### config.mk
export PLATFORM = sky130hd
export DESIGN_NAME = pipe_hazard_ctrl_flat
export DESIGN_NICKNAME = d
export VERILOG_FILES = /design/src/rtl/pipe_hazard_ctrl_pkg.sv /design/src/rtl/pipe_hazard_ctrl_if.sv /design/src/rtl/pipe_hazard_ctrl_hz_fwd_sel.sv /design/src/rtl/pipe_hazard_ctrl.sv /design/src/flat_wrapper.sv
export SDC_FILE = /design/constraint.sdc
export NUM_CORES = 1
export LEC_CHECK = 0
export ABC_AREA = 1
export CAP_MARGIN = 30
export CORE_MARGIN = 8
export CORE_UTILIZATION = 53
export DETAILED_ROUTE_END_ITERATION = 10
export PLACE_DENSITY = 0.83
export REMOVE_ABC_BUFFERS = 1
export SLEW_MARGIN = 0
export SYNTH_ARGS = -nofsm -noshare
export SYNTH_HDL_FRONTEND = slang
export SYNTH_SLANG_ARGS = --single-unit
### constraint.sdc
create_clock -name clk -period 3.8 [get_ports clk]
set_input_delay 1.14 -clock clk [delete_from_list [all_inputs] [get_ports clk]]
set_output_delay 1.14 -clock clk [all_outputs]
set_load 0.05 [all_outputs]
### src/rtl/pipe_hazard_ctrl_pkg.sv
// Shared types and constants for the pipeline hazard controller.
package pipe_hazard_ctrl_pkg;

  // Register-index width carried in the shadow stage records.
  localparam int HZ_RD_W = 5;

  // Shadow copy of one downstream stage (EX, MEM or WB).
  typedef struct packed {
    logic               valid;
    logic [HZ_RD_W-1:0] rd;
    logic               regwrite;
    logic               memread;
    logic               memwrite;
  } hz_stage_t;

  typedef enum logic {
    HZ_RUN  = 1'b0,
    HZ_WAIT = 1'b1
  } hz_state_t;

  // Operand source selects for the EX-stage ALU inputs.
  localparam logic [1:0] FWD_RF  = 2'b00;
  localparam logic [1:0] FWD_WB  = 2'b01;
  localparam logic [1:0] FWD_MEM = 2'b10;

endpackage

### src/rtl/pipe_hazard_ctrl_if.sv
// Pipeline-to-hazard-controller signal bundle.
interface pipe_hazard_ctrl_if #(
  parameter int RF_ADDRESS = 5,
  parameter int CNT_W      = 32
);
  logic                  id_valid;
  logic [RF_ADDRESS-1:0] id_rs1;
  logic [RF_ADDRESS-1:0] id_rs2;
  logic                  id_use_rs1;
  logic                  id_use_rs2;
  logic [RF_ADDRESS-1:0] id_rd;
  logic                  id_regwrite;
  logic                  id_memread;
  logic                  id_memwrite;
  logic [RF_ADDRESS-1:0] ex_rs1;
  logic [RF_ADDRESS-1:0] ex_rs2;
  logic                  ex_br_taken;
  logic                  dm_ready;

  logic                  pc_en;
  logic                  if_id_en;
  logic                  id_ex_en;
  logic                  ex_mem_en;
  logic                  mem_wb_en;
  logic                  if_id_flush;
  logic                  id_ex_bubble;
  logic [1:0]            fwd_a_sel;
  logic [1:0]            fwd_b_sel;
  logic                  mem_wait;
  logic                  mem_err;
  logic [CNT_W-1:0]      stall_cnt;
  logic [CNT_W-1:0]      flush_cnt;

  // Pipeline side: presents decode/execute/memory status, consumes controls.
  modport master (
    output id_valid, id_rs1, id_rs2, id_use_rs1, id_use_rs2, id_rd,
           id_regwrite, id_memread, id_memwrite, ex_rs1, ex_rs2,
           ex_br_taken, dm_ready,
    input  pc_en, if_id_en, id_ex_en, ex_mem_en, mem_wb_en, if_id_flush,
           id_ex_bubble, fwd_a_sel, fwd_b_sel, mem_wait, mem_err,
           stall_cnt, flush_cnt
  );

  // Controller side.
  modport slave (
    input  id_valid, id_rs1, id_rs2, id_use_rs1, id_use_rs2, id_rd,
           id_regwrite, id_memread, id_memwrite, ex_rs1, ex_rs2,
           ex_br_taken, dm_ready,
    output pc_en, if_id_en, id_ex_en, ex_mem_en, mem_wb_en, if_id_flush,
           id_ex_bubble, fwd_a_sel, fwd_b_sel, mem_wait, mem_err,
           stall_cnt, flush_cnt
  );
endinterface

### src/rtl/pipe_hazard_ctrl_hz_fwd_sel.sv
// Per-operand forwarding select: the younger MEM result wins over WB.
module hz_fwd_sel
  import pipe_hazard_ctrl_pkg::*;
#(
  parameter int RF_ADDRESS = 5
) (
  input  logic                  mem_wr,
  input  logic [RF_ADDRESS-1:0] mem_rd,
  input  logic                  wb_wr,
  input  logic [RF_ADDRESS-1:0] wb_rd,
  input  logic [RF_ADDRESS-1:0] rs,
  output logic [1:0]            sel
);

  // Pick the newest in-flight producer of rs; x0 is never forwarded.
  always_comb begin
    sel = FWD_RF;
    if (mem_wr && (mem_rd != '0) && (mem_rd == rs)) begin
      sel = FWD_MEM;
    end else if (wb_wr && (wb_rd != '0) && (wb_rd == rs)) begin
      sel = FWD_WB;
    end
  end

endmodule

### src/rtl/pipe_hazard_ctrl.sv
// Hazard, forwarding and stall controller for the 5-stage pipeline.
module pipe_hazard_ctrl
  import pipe_hazard_ctrl_pkg::*;
#(
  parameter int RF_ADDRESS   = 5,
  parameter int WAIT_W       = 4,
  parameter int MAX_MEM_WAIT = 15,
  parameter int CNT_W        = 32
) (
  input logic               clk,
  input logic               reset,
  pipe_hazard_ctrl_if.slave hz
);

  hz_stage_t         ex_q, ex_d, mem_q, mem_d, wb_q, wb_d;
  hz_state_t         state_q, state_d;
  logic [WAIT_W-1:0] cnt_q, cnt_d;
  logic              mem_err_q, mem_err_d;
  logic [CNT_W-1:0]  stall_cnt_q, stall_cnt_d;
  logic [CNT_W-1:0]  flush_cnt_q, flush_cnt_d;
  logic              mem_access, at_limit, freeze, load_use;
  logic              br_flush, lu_stall, bubble;
  logic              unused_wb_fields;

  function automatic logic [CNT_W-1:0] sat_inc(input logic [CNT_W-1:0] v);
    return (&v) ? v : v + CNT_W'(1);
  endfunction

  // Freeze, load-use and branch decisions; a branch beats a load-use stall.
  always_comb begin
    mem_access = mem_q.valid & (mem_q.memread | mem_q.memwrite);
    at_limit   = (cnt_q == WAIT_W'(MAX_MEM_WAIT));
    freeze     = ((state_q == HZ_RUN)  & mem_access & ~hz.dm_ready) |
                 ((state_q == HZ_WAIT) & ~hz.dm_ready & ~at_limit);
    load_use   = hz.id_valid & ex_q.valid & ex_q.memread & (ex_q.rd != '0) &
                 ((hz.id_use_rs1 & (hz.id_rs1 == ex_q.rd)) |
                  (hz.id_use_rs2 & (hz.id_rs2 == ex_q.rd)));
    br_flush   = hz.ex_br_taken & ~freeze;
    lu_stall   = load_use & ~freeze & ~br_flush;
    bubble     = br_flush | lu_stall;
  end

  assign hz.pc_en        = ~freeze & ~lu_stall;
  assign hz.if_id_en     = ~freeze & ~lu_stall;
  assign hz.id_ex_en     = ~freeze;
  assign hz.ex_mem_en    = ~freeze;
  assign hz.mem_wb_en    = ~freeze;
  assign hz.if_id_flush  = br_flush;
  assign hz.id_ex_bubble = bubble;
  assign hz.mem_wait     = freeze;
  assign hz.mem_err      = mem_err_q;
  assign hz.stall_cnt    = stall_cnt_q;
  assign hz.flush_cnt    = flush_cnt_q;

  // WB memory-op flags are carried for completeness but never consulted.
  assign unused_wb_fields = wb_q.memread | wb_q.memwrite;

  hz_fwd_sel #(.RF_ADDRESS(RF_ADDRESS)) u_fwd_a (
    .mem_wr (mem_q.valid & mem_q.regwrite),
    .mem_rd (mem_q.rd),
    .wb_wr  (wb_q.valid & wb_q.regwrite),
    .wb_rd  (wb_q.rd),
    .rs     (hz.ex_rs1),
    .sel    (hz.fwd_a_sel)
  );

  hz_fwd_sel #(.RF_ADDRESS(RF_ADDRESS)) u_fwd_b (
    .mem_wr (mem_q.valid & mem_q.regwrite),
    .mem_rd (mem_q.rd),
    .wb_wr  (wb_q.valid & wb_q.regwrite),
    .wb_rd  (wb_q.rd),
    .rs     (hz.ex_rs2),
    .sel    (hz.fwd_b_sel)
  );

  // Memory-wait FSM: a timeout releases the pipeline as if the access completed.
  always_comb begin
    state_d   = state_q;
    cnt_d     = cnt_q;
    mem_err_d = 1'b0;
    case (state_q)
      HZ_RUN: begin
        if (mem_access && !hz.dm_ready) begin
          state_d = HZ_WAIT;
          cnt_d   = WAIT_W'(1);
        end
      end
      HZ_WAIT: begin
        if (hz.dm_ready) begin
          state_d = HZ_RUN;
          cnt_d   = '0;
        end else if (at_limit) begin
          mem_err_d = 1'b1;
          state_d   = HZ_RUN;
          cnt_d     = '0;
        end else begin
          cnt_d = cnt_q + WAIT_W'(1);
        end
      end
      default: begin
        state_d = HZ_RUN;
        cnt_d   = '0;
      end
    endcase
  end

  // Shadow stages shift on every unfrozen edge; a bubble enters EX as invalid.
  always_comb begin
    ex_d  = ex_q;
    mem_d = mem_q;
    wb_d  = wb_q;
    if (!freeze) begin
      wb_d           = mem_q;
      mem_d          = ex_q;
      ex_d.valid     = hz.id_valid & ~bubble;
      ex_d.rd        = hz.id_rd;
      ex_d.regwrite  = hz.id_regwrite;
      ex_d.memread   = hz.id_memread;
      ex_d.memwrite  = hz.id_memwrite;
    end
  end

  // Saturating performance counters.
  always_comb begin
    stall_cnt_d = (freeze | lu_stall) ? sat_inc(stall_cnt_q) : stall_cnt_q;
    flush_cnt_d = br_flush ? sat_inc(flush_cnt_q) : flush_cnt_q;
  end

  // Control state, error pulse and counters.
  always_ff @(posedge clk or posedge reset) begin
    if (reset) begin
      state_q     <= HZ_RUN;
      cnt_q       <= '0;
      mem_err_q   <= 1'b0;
      stall_cnt_q <= '0;
      flush_cnt_q <= '0;
    end else begin
      state_q     <= state_d;
      cnt_q       <= cnt_d;
      mem_err_q   <= mem_err_d;
      stall_cnt_q <= stall_cnt_d;
      flush_cnt_q <= flush_cnt_d;
    end
  end

  // Shadow stage registers; only the valid bits need a reset value.
  always_ff @(posedge clk or posedge reset) begin
    if (reset) begin
      ex_q.valid  <= 1'b0;
      mem_q.valid <= 1'b0;
      wb_q.valid  <= 1'b0;
    end else begin
      ex_q  <= ex_d;
      mem_q <= mem_d;
      wb_q  <= wb_d;
    end
  end

endmodule

### src/flat_wrapper.sv
// flat-port wrapper written by rule: the top's interface ports become plain ports
module pipe_hazard_ctrl_flat import pipe_hazard_ctrl_pkg::*;
#(
  parameter int RF_ADDRESS   = 5,
  parameter int WAIT_W       = 4,
  parameter int MAX_MEM_WAIT = 15,
  parameter int CNT_W        = 32
)
  (clk, reset, hz_id_valid, hz_id_rs1, hz_id_rs2, hz_id_use_rs1, hz_id_use_rs2, hz_id_rd, hz_id_regwrite, hz_id_memread, hz_id_memwrite, hz_ex_rs1, hz_ex_rs2, hz_ex_br_taken, hz_dm_ready, hz_pc_en, hz_if_id_en, hz_id_ex_en, hz_ex_mem_en, hz_mem_wb_en, hz_if_id_flush, hz_id_ex_bubble, hz_fwd_a_sel, hz_fwd_b_sel, hz_mem_wait, hz_mem_err, hz_stall_cnt, hz_flush_cnt);
  pipe_hazard_ctrl_if #(.RF_ADDRESS(RF_ADDRESS), .CNT_W(CNT_W)) hz_i ();
  input logic clk;
  input logic reset;
  input wire logic [$bits(hz_i.id_valid)-1:0] hz_id_valid;
  input wire logic [$bits(hz_i.id_rs1)-1:0] hz_id_rs1;
  input wire logic [$bits(hz_i.id_rs2)-1:0] hz_id_rs2;
  input wire logic [$bits(hz_i.id_use_rs1)-1:0] hz_id_use_rs1;
  input wire logic [$bits(hz_i.id_use_rs2)-1:0] hz_id_use_rs2;
  input wire logic [$bits(hz_i.id_rd)-1:0] hz_id_rd;
  input wire logic [$bits(hz_i.id_regwrite)-1:0] hz_id_regwrite;
  input wire logic [$bits(hz_i.id_memread)-1:0] hz_id_memread;
  input wire logic [$bits(hz_i.id_memwrite)-1:0] hz_id_memwrite;
  input wire logic [$bits(hz_i.ex_rs1)-1:0] hz_ex_rs1;
  input wire logic [$bits(hz_i.ex_rs2)-1:0] hz_ex_rs2;
  input wire logic [$bits(hz_i.ex_br_taken)-1:0] hz_ex_br_taken;
  input wire logic [$bits(hz_i.dm_ready)-1:0] hz_dm_ready;
  output wire logic [$bits(hz_i.pc_en)-1:0] hz_pc_en;
  output wire logic [$bits(hz_i.if_id_en)-1:0] hz_if_id_en;
  output wire logic [$bits(hz_i.id_ex_en)-1:0] hz_id_ex_en;
  output wire logic [$bits(hz_i.ex_mem_en)-1:0] hz_ex_mem_en;
  output wire logic [$bits(hz_i.mem_wb_en)-1:0] hz_mem_wb_en;
  output wire logic [$bits(hz_i.if_id_flush)-1:0] hz_if_id_flush;
  output wire logic [$bits(hz_i.id_ex_bubble)-1:0] hz_id_ex_bubble;
  output wire logic [$bits(hz_i.fwd_a_sel)-1:0] hz_fwd_a_sel;
  output wire logic [$bits(hz_i.fwd_b_sel)-1:0] hz_fwd_b_sel;
  output wire logic [$bits(hz_i.mem_wait)-1:0] hz_mem_wait;
  output wire logic [$bits(hz_i.mem_err)-1:0] hz_mem_err;
  output wire logic [$bits(hz_i.stall_cnt)-1:0] hz_stall_cnt;
  output wire logic [$bits(hz_i.flush_cnt)-1:0] hz_flush_cnt;
  assign hz_i.id_valid = hz_id_valid;
  assign hz_i.id_rs1 = hz_id_rs1;
  assign hz_i.id_rs2 = hz_id_rs2;
  assign hz_i.id_use_rs1 = hz_id_use_rs1;
  assign hz_i.id_use_rs2 = hz_id_use_rs2;
  assign hz_i.id_rd = hz_id_rd;
  assign hz_i.id_regwrite = hz_id_regwrite;
  assign hz_i.id_memread = hz_id_memread;
  assign hz_i.id_memwrite = hz_id_memwrite;
  assign hz_i.ex_rs1 = hz_ex_rs1;
  assign hz_i.ex_rs2 = hz_ex_rs2;
  assign hz_i.ex_br_taken = hz_ex_br_taken;
  assign hz_i.dm_ready = hz_dm_ready;
  assign hz_pc_en = hz_i.pc_en;
  assign hz_if_id_en = hz_i.if_id_en;
  assign hz_id_ex_en = hz_i.id_ex_en;
  assign hz_ex_mem_en = hz_i.ex_mem_en;
  assign hz_mem_wb_en = hz_i.mem_wb_en;
  assign hz_if_id_flush = hz_i.if_id_flush;
  assign hz_id_ex_bubble = hz_i.id_ex_bubble;
  assign hz_fwd_a_sel = hz_i.fwd_a_sel;
  assign hz_fwd_b_sel = hz_i.fwd_b_sel;
  assign hz_mem_wait = hz_i.mem_wait;
  assign hz_mem_err = hz_i.mem_err;
  assign hz_stall_cnt = hz_i.stall_cnt;
  assign hz_flush_cnt = hz_i.flush_cnt;
  pipe_hazard_ctrl #(.RF_ADDRESS(RF_ADDRESS), .WAIT_W(WAIT_W), .MAX_MEM_WAIT(MAX_MEM_WAIT), .CNT_W(CNT_W)) u_core (.clk(clk), .reset(reset), .hz(hz_i));
endmodule
Word-level counts from Yosys, hierarchy flattened. Index checks and enable logic that the tools add are counted.

$add $sub $neg: 3. $mul: 0. Divide/modulo/power cells: 0. Order comparisons: 0. Equality and inequality tests: 8. Shift-type cells: 0. Multiplexer cells: 15. Bitwise logic cells: 33. Reduce and logical (&&, ||, !) cells: 16.

Operator list (number): 32-bit by 1-bit adder with 32-bit output, second input constant (2); 32-bit AND reduction (2); 5-bit == test (6); 1-bit bitwise AND (18); 5-bit nonzero test (3); 4-bit two-way mux (3); 1-bit inverter (10); 1-bit two-way mux (8); 4-bit case mux with 2 select lines (1); 1-bit logical AND (7); 2-bit AND reduction (3); 1-bit bitwise OR (5); 4-bit by 1-bit adder with 4-bit output, second input constant (1); 4-bit == test, second input constant (1); 2-bit two-way mux (2); 2-bit != test, second input constant (1); 1-bit case mux with 2 select lines (1); 1-bit zero test (1).

Register bits: 95. Latch bits: 0. Bits in writable memories: 0. ROM bits: 0. Input port bits: 35. Output and inout bits: 77. Memories kept: 0.

Longest topological paths before layout.
Depth in word-level cells: 12. Mapped depth: 13. Mapped depth without buffers: 11.

Cells and area by module. A second synthesis with hierarchy kept.

Cell total of the unflattened synthesis: 842. Area, all modules: 6299.8 sq um.

By module, submodules not included: pipe_hazard_ctrl (times used 1, cells each 742, area each 5871.9 sq um, sequential area each 2487.4 sq um); hz_fwd_sel (times used 2, cells each 50, area each 214.0 sq um, sequential area each 0.0 sq um).

Worst setup path after synthesis. OpenSTA, ideal clock, no wires.

Kind: input to output. Start: in hz_ex_rs2[0]. End: out hz_fwd_b_sel[0]. Arrival: 3.608 ns. Setup slack: -0.948 ns. Stages: 4. Cell sequence: xnor2_1 > nand3_1 > nor4_1 > nor3_1.

Cells in the longest elaborated chain, start to end: 4. Elaborated cells on any way between the ends: 6. Those cells by class: eq/ne: 2; mux: 2; reduce/logical: 2.

RTL lines: start, declared (RTL line flat_wrapper.sv:23) `input wire logic [$bits(hz_i.ex_rs2)-1:0] hz_ex_rs2;`; 5-bit == test (RTL line pipe_hazard_ctrl_hz_fwd_sel.sv:20) `end else if (wb_wr && (wb_rd != '0) && (wb_rd == rs)) begin`; 1-bit logical AND (RTL line pipe_hazard_ctrl_hz_fwd_sel.sv:20); 1-bit two-way mux (RTL line pipe_hazard_ctrl_hz_fwd_sel.sv:20); 2-bit two-way mux * (RTL line pipe_hazard_ctrl_hz_fwd_sel.sv:18) `if (mem_wr && (mem_rd != '0) && (mem_rd == rs)) begin`; end, declared (RTL line flat_wrapper.sv:34) `output wire logic [$bits(hz_i.fwd_b_sel)-1:0] hz_fwd_b_sel;`.

Every way passes the cells marked *; elsewhere a longest branch is shown, timed or not.

Worst setup path in the final report.
Start: in hz_dm_ready. End: out hz_pc_en.

Cells in the longest elaborated chain, start to end: 10. Elaborated cells on any way between the ends: 12. Those cells by class: bitwise: 12.

RTL lines: start, declared (RTL line flat_wrapper.sv:25) `input wire logic [$bits(hz_i.dm_ready)-1:0] hz_dm_ready;`; 1-bit inverter * (RTL line pipe_hazard_ctrl.sv:33, pipe_hazard_ctrl.sv:34); 1-bit bitwise AND (2 in series) (RTL line pipe_hazard_ctrl.sv:34) `((state_q == HZ_WAIT) & ~hz.dm_ready & ~at_limit);`; 1-bit bitwise OR * (RTL line pipe_hazard_ctrl.sv:33) `freeze = ((state_q == HZ_RUN) & mem_access & ~hz.dm_ready) |`; 1-bit inverter (no source line) *; 1-bit bitwise AND (RTL line pipe_hazard_ctrl.sv:38) `br_flush = hz.ex_br_taken & ~freeze;`; 1-bit inverter (RTL line pipe_hazard_ctrl.sv:39) `lu_stall = load_use & ~freeze & ~br_flush;`; 1-bit bitwise AND (RTL line pipe_hazard_ctrl.sv:39); 1-bit inverter (RTL line pipe_hazard_ctrl.sv:43) `assign hz.pc_en = ~freeze & ~lu_stall;`; 1-bit bitwise AND * (RTL line pipe_hazard_ctrl.sv:43); end, declared (RTL line flat_wrapper.sv:26) `output wire logic [$bits(hz_i.pc_en)-1:0] hz_pc_en;`.

Marks and branches as above.

==> flow_summary.ini <==
[run_status]
status = completed

[power]
power_density_mw_per_mm2 = 461
p_leak_nw = 3.26
ir_drop_v = 0.000601
p_total_w = 0.00343

[placement]
finalWeightedCongestion = 0.935
hpwl_um = 11700
place_area_mm2 = 0.00719
io_buffers = 111

[min_path]
min_from = u_core.ex_q[0]
hold_path_class = reg2reg

[cts]
clockBufferDepth = 2
clkTransAtPathRegs_ns = 0.10
cts_root_buf = clkbuf_8
cts_tree = yes
cts_max_level = 3
cts_made_buffers = 9
clock_latency_ns = 0.38
cts_num_sinks = 95

[cells_and_area]
design_area_mm2 = 0.00743
final_nets = 943
final_layout_size_suffix_gt1_share_pct = 9.12
synthToLayoutAreaGrowth_pct = 27.3
final_cell_mix = 303 x nand2_1, 99 x clkdlybuf4s50_1, 86 x nor2_1
fillCellCount = 917
final_core_util_pct = 68.9
diodes = 0
final_common_cell = nand2_1

[critical_path]
cp.arrival_ns = 2.55
required_ns = 2.66
rr_startpoint = u_core.cnt_q[0]
end_kind = output port
crit_path_start = hz_dm_ready
start_kind = input pin
cp_max_fo = 7
crit_type = in2out

[yosys]
synth-edff-count = 22
avgSynthCellArea_um2 = 7.39
yosysWarnings = 0
syn_area_mm2 = 0.00584
synth_flop_cell = dfrtp_1
syn_inst = 790
seq_area_frac_synth_pct = 42.6
synth-seq-cells = 95
yosysUniqueCellTypes = 33
async_reset_ff_share_pct = 76.8

[sta]
slew_headroom_pct = 58.4
min_period_over_period_pct = 97.1
hold_viol_final = 0
worst_slew_pin_slew_ns = 0.622
final-setup-viol-count = 0
timing.fmax_mhz = 271
holdWs_ns = 0.431
tns_ns = 0
maxSlewViolCount = 0
skew_ns = 0.0111
period_minus_slack_ns = 3.69

[grt]
grt_pass1_vias = 5346
grt_overflow = 0
grt_pass1_wl_um = 25900
grt_usage_pct = 21.8
antenna_found_initial = 0
grt_max_degree = 74

[floorplanning]
rows = 38
dieArea_mm2 = 0.0146
die_h_um = 121
core-area_mm2 = 0.0108
ioPinCount = 112
start_util_pct = 54.1
die_x_um = 121

[route]
drt_iter0_drc = 503
routed_wl_um = 15500
wl_met1_um = 6690
routedWlPerCell_um = 14.8
vias_per_cell = 5.14
met2_length_um = 7680
vias = 5394
antenna_left = 0
routed.top_layer = met4
firstDrtPassIters = 5
drc = 0
wl_met3_um = 877

[run]
cap_violations = 0
layer usage:
metal | up-vias | track usage [%]
met5 | - | 0
met1 | 2513 | 26.5
met3 | 22 | 4.84
met2 | 147 | 37.8
li1 | 2712 | -
met4 | 0 | 6.71
where the power goes:
| group | total (W) | switching [W] | internal (W) |
|---|---|---|---|
| combinational | 0.00133 | 0.000860 | 0.000469 |
| clock | 0.000716 | 0.000396 | 0.000320 |
| sequential | 0.00139 | 0.000179 | 0.00121 |
registers in the layout, indices dropped and copies added, names as in the netlist:
register,cells
u_core.wb_q,7
u_core.mem_q,9
u_core.state_q,1
u_core.hz.stall_cnt,32
u_core.hz.mem_err,1
u_core.ex_q,9
u_core.hz.flush_cnt,32
u_core.cnt_q,4
synth_stat cells, drive strengths merged, types with 2 or more instances:
master    n  share of area, %
xnor2    25               3.7
nand3    62               5.6
nor2     96               7.1
nor3     29               2.8
nor4      2              0.21
o21ai    18               1.5
ha        3              0.64
nand2   311                21
dfrtp    73                31
inv      68               4.4
buf      17               2.0
nand4     9              0.96
nand3b    9               1.2
edfxtp   22                11
xor2     38               5.7
cell type report:
type	count	area, um2	area share, %
repair buffers	122	1310	17.7
well taps	140	175	2.36
multi-input cells	608	2990	40.2
clock inverters	7	87.6	1.18
clock buffers	9	124	1.67
inverters	69	259	3.48
flip-flops and latches	95	2490	33.5
cell families (layout without fill, tap and decap cells):
family | count (synthesis) | in the layout | synth area share [%]
compound gates | 23 | 23 | 2.23
xor+xnor | 63 | 63 | 9.45
fa+ha+maj | 3 | 3 | 0.643
buf+inv | 87 | 207 | 6.49
flops | 95 | 95 | 42.6
simple gates | 519 | 519 | 38.6
path summary, 6_finish.rpt:
kind	to	slack [ns]	cells after the start
worst max-delay path	hz_pc_en	0.11	9
worst min-delay path	u_core.mem_q[0]	0.43	0
worst max register to register	u_core.hz.stall_cnt[25]	1.41	11
worst min register to register	u_core.mem_q[0]	0.43	0
max in group asynchronous	u_core.hz.stall_cnt[9]	2.28	3
min in group asynchronous	u_core.ex_q[8]	1.18	3
what timing repair did:
action,4_1_cts,5_1_grt
hold buffers,0,0
setup endpoints to repair,0,3
resized for setup,0,3
buffers inserted,0,2
stage by stage:
step           worst slack [ns]  instances
2_1_floorplan            -0.948        772
3_3_place_gp              0.131       1032
3_5_place_dp             0.0987       1032
4_1_cts                  0.0861       1048
5_1_grt                -0.00573       1050
6_report                  0.108       1050
worst max-delay path, stage by stage:
cell	delay [ns]
clkdlybuf4s50_1	0.43
inv_1	0.10
nand4_1	0.19
nand2_4	0.20
nor2_4	0.05
nand3_2	0.09
nand2_4	0.05
inv_1	0.14
buf_12	0.16
(Power assumes the default switching activity.)
